**src/rtl/ifetch_stage.sv**
```systemverilog
// Instruction-fetch stage with IF/ID pipeline register.
// Owns PC, link register, next-PC selection, stall hold, wrong-path flush
// and a sticky stall watchdog.
module ifetch_stage #(
  parameter int unsigned    AW        = 8,
  parameter int unsigned    IW        = 8,
  parameter logic [IW-1:0]  NOP_INS   = 8'h00,
  parameter logic [AW-1:0]  RESET_PC  = 8'h00,
  parameter int unsigned    STALL_MAX = 15
) (
  input  logic          clk,
  input  logic          rst,
  input  logic          pc_en,
  input  logic [1:0]    pc_sec,
  input  logic [AW-1:0] br_target,
  input  logic          lr_we,
  input  logic [AW-1:0] lr_din,
  output logic [AW-1:0] imem_addr,
  input  logic [IW-1:0] imem_data,
  output logic [IW-1:0] id_ins,
  output logic [AW-1:0] id_pc1,
  output logic          id_valid,
  output logic          kill_id,
  output logic [AW-1:0] lr_out,
  output logic          stall_err
);

  localparam int unsigned CW = 8;
  localparam logic [CW-1:0] CNT_SAT = '1;

  logic [AW-1:0] pc;
  logic [AW-1:0] pc_plus1;
  logic [CW-1:0] stall_cnt;
  logic          redirect;

  logic [AW-1:0] pc_n;
  logic [IW-1:0] ins_n;
  logic [AW-1:0] pc1_n;
  logic          valid_n;
  logic [AW-1:0] lr_n;
  logic [CW-1:0] cnt_n;
  logic          err_n;

  assign pc_plus1  = pc + AW'(1);
  assign imem_addr = pc;

  // Only 01 (branch) and 10 (return) redirect; 11 behaves as sequential.
  assign redirect = (pc_sec == 2'b01) || (pc_sec == 2'b10);
  assign kill_id  = redirect;

  // Next-state selection: redirect beats stall beats advance.
  always_comb begin
    pc_n    = pc;
    ins_n   = id_ins;
    pc1_n   = id_pc1;
    valid_n = id_valid;
    cnt_n   = stall_cnt;
    err_n   = stall_err;
    lr_n    = lr_we ? lr_din : lr_out;

    if (redirect) begin
      // Return reads the link register before any same-cycle write lands.
      pc_n    = (pc_sec == 2'b01) ? br_target : lr_out;
      ins_n   = NOP_INS;
      pc1_n   = '0;
      valid_n = 1'b0;
      cnt_n   = '0;
    end else if (!pc_en) begin
      cnt_n = (stall_cnt == CNT_SAT) ? stall_cnt : stall_cnt + CW'(1);
      if (cnt_n >= CW'(STALL_MAX)) begin
        err_n = 1'b1;
      end
    end else begin
      pc_n    = pc_plus1;
      ins_n   = imem_data;
      pc1_n   = pc_plus1;
      valid_n = 1'b1;
      cnt_n   = '0;
    end
  end

  // Fetch-stage state register with asynchronous active-low reset.
  always_ff @(posedge clk or negedge rst) begin
    if (!rst) begin
      pc        <= RESET_PC;
      id_ins    <= NOP_INS;
      id_pc1    <= '0;
      id_valid  <= 1'b0;
      lr_out    <= '0;
      stall_cnt <= '0;
      stall_err <= 1'b0;
    end else begin
      pc        <= pc_n;
      id_ins    <= ins_n;
      id_pc1    <= pc1_n;
      id_valid  <= valid_n;
      lr_out    <= lr_n;
      stall_cnt <= cnt_n;
      stall_err <= err_n;
    end
  end

endmodule

```
**config.mk**
```make
export PLATFORM = sky130hd
export DESIGN_NAME = ifetch_stage
export DESIGN_NICKNAME = d
export VERILOG_FILES = /design/src/rtl/ifetch_stage.sv
export SDC_FILE = /design/constraint.sdc
export NUM_CORES = 1
export LEC_CHECK = 0
export ABC_AREA = 1
export CAP_MARGIN = 20
export CORE_UTILIZATION = 45
export CTS_BUF_LIST = sky130_fd_sc_hd__clkbuf_16
export DETAILED_ROUTE_END_ITERATION = 7
export GPL_TIMING_DRIVEN = 0
export PLACE_DENSITY_LB_ADDON = 0.12
export SLEW_MARGIN = 20
export SYNTH_ARGS = -nofsm -noshare
export SYNTH_HDL_FRONTEND = slang
export SYNTH_SLANG_ARGS = --single-unit
```
**constraint.sdc**
```tcl
create_clock -name clk -period 2.5 [get_ports clk]
set_input_delay 0.375 -clock clk [delete_from_list [all_inputs] [get_ports clk]]
set_output_delay 0.375 -clock clk [all_outputs]
set_load 0.03 [all_outputs]
```
# ---- After elaboration in Yosys (flattened, before gate mapping)
# Cells that the tools add are included.
dict set report op_classes {
  n_addsub 2
  eq_ne 3
  bitwise 2
  order_cmp 1
  n_mux 11
  n_reduce_logical 3
}
# op n
set op_table {}
lappend op_table {{2-to-1 mux 8 bit} 9}
lappend op_table {{adder 8 x 1 -> 8 bit, second input constant} 2}
lappend op_table {{equality test 8 bit, second input constant} 1}
lappend op_table {{>= comparator 8 x 4 -> 1 bit, second input constant} 1}
lappend op_table {{AND reduction 3 bit} 1}
lappend op_table {{equality test 2 x 1 -> 1 bit, second input constant} 1}
lappend op_table {{equality test 2 bit, second input constant} 1}
lappend op_table {{2-to-1 mux 1 bit} 2}
lappend op_table {{NOT 1 bit} 2}
lappend op_table {{nonzero test 2 bit} 1}
lappend op_table {{logical OR 1 bit} 1}
dict set report word_totals {
  word_cells 29
  ff_bits 42
  output_inout_bits 35
  input_bits 30
}

# ---- Depth between registers and ports, before layout
dict set report depth {
  ltp_word 4
  mapped_depth 11
  mapped_depth_nobuf 11
}

# ---- Worst setup path before layout
# OpenSTA, ideal clock, no wires.
dict set report synth_timing {
  path_type {input to register}
  startpoint {in pc_sec[1]}
  endpoint {reg pc[6], in the netlist imem_addr[6]}
  setup_slack_ns 0.892
  required_time_ns 2.367
  setup_ns 0.133
  path_buffers 1
  path_stages 7
  arrival_time_ns 1.474
  path_cell_list {inv_1 > ha_1 > inv_1 > nor2_4 > inv_2 > buf_2 > a31oi_1}
}
dict set report synth_between {
  elab_chain_len 3
  word_cells_on_any_way 6
  classes_between {eq/ne (2); mux (2); reduce/logical (2)}
}
# element line
set synth_rtl {}
lappend synth_rtl {{from (decl)} 14} ;# input logic [1:0] pc_sec,
lappend synth_rtl {{equality test 2 x 1 -> 1 bit or equality test 2 bit (tied branches)} 48} ;# assign redirect = (pc_sec == 2'b01) || (pc_sec == 2'b10);
lappend synth_rtl {{logical OR 1 bit *} 48}
lappend synth_rtl {{named net kill_id} 23} ;# output logic kill_id,
lappend synth_rtl {{2-to-1 mux 8 bit or nonzero test 2 bit (tied branches)} n/a}
lappend synth_rtl {{to (signal assigned)} 93} ;# pc <= pc_n;
lappend synth_rtl {{to (decl)} 31} ;# logic [AW-1:0] pc;
# The timed path passes the listed nets; every way through them passes the cells marked *.
# A chain may end at the register's enable or synchronous reset.

# ---- Worst setup path after layout
dict set report layout_timing {
  startpoint {in pc_sec[1]}
  endpoint {out kill_id}
}
dict set report layout_between {
  elab_chain_len 2
  word_cells_on_any_way 3
  classes_between {eq/ne (2); reduce/logical (1)}
}
# element line
set layout_rtl {}
lappend layout_rtl {{equality test 2 x 1 -> 1 bit or equality test 2 bit (tied branches)} 48}
lappend layout_rtl {{logical OR 1 bit *} 48}
lappend layout_rtl {{to (decl)} 23}
# Mark *: on every way between the ends. The rest lies on a longest branch, timed or not.

==> impl_metrics.py <==
metrics = {
    "status": {
        "status": "finished clean",
    },
    "clock_network": {
        "post_cts_buffers": 0,
        "h-tree-depth": 2,
        "clk_path_buf_depth": 2,
        "clk_latency_ns": 0.27,
        "cts-root-buf": "clkbuf_16",
        "cts_buffers": 5,
        "ctsResizeCount": 0,
        "postCtsHoldBufs": 0,
        "clkSinkCount": 42,
        "cts.clk_slew.worst_paths_ns": 0.05,
        "cts_tree": "built",
    },
    "floorplanning": {
        "io-pin-count": 65,
        "design.die.area_um2": 4740,
        "die_h_um": 68.8,
        "fp.dieW_um": 68.8,
        "coreArea_um2": 4140,
        "start_util": 0.485,
        "rows": 23,
    },
    "worst_setup_path": {
        "crit_path_max_fanout": 6,
        "rrSetupSlack_ns": 1.01,
        "critPathCaptureType": "output pin",
        "worst-path-buf-inv": 4,
        "cp-start-kind": "input port",
        "timing.rr.end": "stall_err$_DFFE_PN0P_",
        "critPathMaxStageDelay_ns": 0.45,
        "path_common_cell": "inv_1",
        "cp.required_ns": 2.12,
        "criticalPathCategory": "input port to output pin",
        "crit_chain": "clkdlybuf4s50_1, inv_1, ha_1, inv_1, dlymetal6s2s_1",
        "cpMaxStageDelayCell": "clkdlybuf4s50_1",
        "r2r-start": "stall_cnt[0]$_DFF_PN0_",
        "r2r_cells": 9,
        "cp.arrival_ns": 1.72,
        "critPathTopFamily": "buffers and inverters",
    },
    "timing": {
        "worst_pin_slew_ns": 0.475,
        "setup-violations-final": 0,
        "finalHoldViolations": 0,
        "finalSetupTns_ns": 0,
        "slew_headroom": 0.683,
        "fin_crit_ns": 2.09,
        "fin_crit_sh": 0.838,
        "maxSlewViolCount": 0,
        "fmax_mhz": 477,
        "holdWs_ns": 0.0548,
        "rsz0062_at_grt": "false",
        "skew_ns": 0.00196,
    },
    "final_layout": {
        "fillers": 342,
        "seqCellArea_um2": 1050,
        "utilization": 0.693,
        "fin_cells": 359,
        "antenna_cells": 0,
        "nets": 342,
        "post_route_cells_drive_above_1_share": 0.0777,
        "multi_input_area_um2": 815,
        "areaGrowthSynthToFinish_pct": 42.8,
    },
    "placement": {
        "port_buffers": 64,
        "placed_cells": 352,
        "hpwl_mm": 3.50,
        "gp_congestion": 0.815,
    },
    "global_routing": {
        "grt_max_degree": 25,
        "antenna_found_initial": 0,
        "gr-total-overflow": 0,
        "grt_pass1_vias": 1599,
        "grt_pass1_wl_mm": 7.23,
        "grt_usage": 0.212,
    },
    "detailed_routing": {
        "via_count": 1824,
        "final_antenna_net_count": 0,
        "drc_errors": 0,
        "drt-total-wl_mm": 4.73,
        "routedWlPerCell_um": 13.2,
        "firstDrtPassIters": 4,
        "viasPerCell": 5.08,
        "drtIter0Drc": 114,
    },
    "synthesis": {
        "syn_inst": 237,
        "yosys_register_bits": 42,
        "syn_nets": 270,
        "ys_types": 24,
        "synth-seq-area-share": 0.523,
        "syn_area_um2": 2010,
        "yosys_warnings": 0,
        "synth_area_per_cell_um2": 8.48,
    },
    "power_and_ir_drop": {
        "power.density_nw_per_um2": 697,
        "peakVddDrop_v": 0.000380,
        "leakagePower_nw": 1.34,
    },
    "hold_path": {
        "hold_path.class": "input port to asynchronous set/reset pin",
    },
    "run": {
        "drv_cap": 0,
    },
}
## synthesized netlist by cell type
cell	n	share of area
a21oi_1	15	0.037
a22o_1	8	0.035
a22oi_1	1	0.0037
a31oi_1	3	0.0093
buf_2	3	0.0075
clkbuf_1	2	0.0037
clkbuf_8	1	0.0068
clkinv_1	1	0.0019
dfrtp_1	42	0.52
ha_1	3	0.019
inv_1	26	0.049
inv_2	2	0.0037
nand2_1	49	0.091
nand2_2	5	0.016
nand2_4	1	0.0056
nand3_1	13	0.032
nand3b_1	1	0.0037
nor2_1	26	0.049
nor2_2	2	0.0062
nor2_4	3	0.017
nor3_1	1	0.0025
o211ai_1	3	0.011
o21ai_0	24	0.060
o21bai_1	2	0.0075
## final cells by class
class	instances	area share
clock buffer	5	0.0436
inverter	29	0.0379
tap	50	0.0218
clock inverter	2	0.00261
timing repair buffer	65	0.232
sequential	42	0.366
buffer	6	0.0126
multi-input combinational	160	0.284
## state kept, by name (all words and copies together) (netlist names)
name       count
imem_addr      8
id_pc1         8
id_valid       1
stall_err      1
lr_out         8
id_ins         8
stall_cnt      8
## cell families (layout without fill, tap and decap cells)
group | Yosys count | after routing | synth area share
compound gates | 56 | 56 | 0.164
fa+ha+maj | 3 | 3 | 0.0187
buf+inv | 35 | 107 | 0.0722
flops | 42 | 42 | 0.523
simple gates | 101 | 101 | 0.223
## cells in the final DEF (no fill, tap or decap), drive strengths merged
| cell | netlist | routed |
|---|---|---|
| clkinv | 1 | 1 |
| nand3 | 13 | 13 |
| nor2 | 31 | 31 |
| clkbuf | 3 | 8 |
| a31oi | 3 | 3 |
| ha | 3 | 3 |
| o21bai | 2 | 2 |
| nor3 | 1 | 1 |
| buf | 3 | 5 |
| clkdlybuf4s50 | 0 | 62 |
| nand3b | 1 | 1 |
| a22oi | 1 | 1 |
| o211ai | 3 | 3 |
| o21ai | 24 | 24 |
| a21oi | 15 | 15 |
| inv | 28 | 30 |
| a22o | 8 | 8 |
| dfrtp | 42 | 42 |
| nand2 | 55 | 55 |
| dlymetal6s2s | 0 | 1 |
## worst max-delay path by stage
| stage | startpoint | end | slack (ns) | depth (start not counted) |
|---|---|---|---|---|
| detailed placement | pc_sec[1] | kill_id | 0.01 | 5 |
| floorplan | pc_sec[1] | imem_addr[6]$_DFFE_PN0N_ | 0.89 | 7 |
| CTS | pc_sec[1] | kill_id | 0.02 | 5 |
| global route | pc_sec[1] | kill_id | 0.37 | 5 |
| global placement | pc_sec[1] | kill_id | 0.01 | 5 |
| finish | pc_sec[1] | kill_id | 0.41 | 5 |
## worst reg2reg max path, stage by stage (launching register included)
cell and delay, ns:
dfrtp_1 0.41, ha_1 0.23, nand2_2 0.13, nor2_4 0.07, a21oi_1 0.24, nor2_2 0.07, nand2_1 0.09, nand2_1 0.05
nand2_1 0.05, nand2_1 0.04
## power by group
group          leakage, nW  total, W  internal, W  switching [W]
clock               0.0723  0.000577     0.000356       0.000221
combinational        0.733  0.000594     0.000247       0.000347
sequential           0.533  0.000830     0.000761      0.0000691
total                 1.34   0.00200      0.00136       0.000637
## metrics by stage
step / instance area, um2 / worst slack, ns / total power [W]
after global placement: 2710 / 0.0139 / 0.00141
after floorplan: 2010 / 0.892 / 0.00115
after CTS: 2870 / 0.0152 / 0.00202
after global routing: 2870 / 0.365 / 0.00210
final: 2870 / 0.405 / 0.00200
after detailed placement: 2740 / 0.0124 / 0.00143
## per-layer routing
metal	track usage	share of wire	vias up
met1	0.284	0.45	829
li1	-	-	923
met2	0.337	0.47	67
met3	0.0461	0.069	5
met5	0	0	-
met4	0.0765	0.011	0
(Power assumes the default switching activity.)
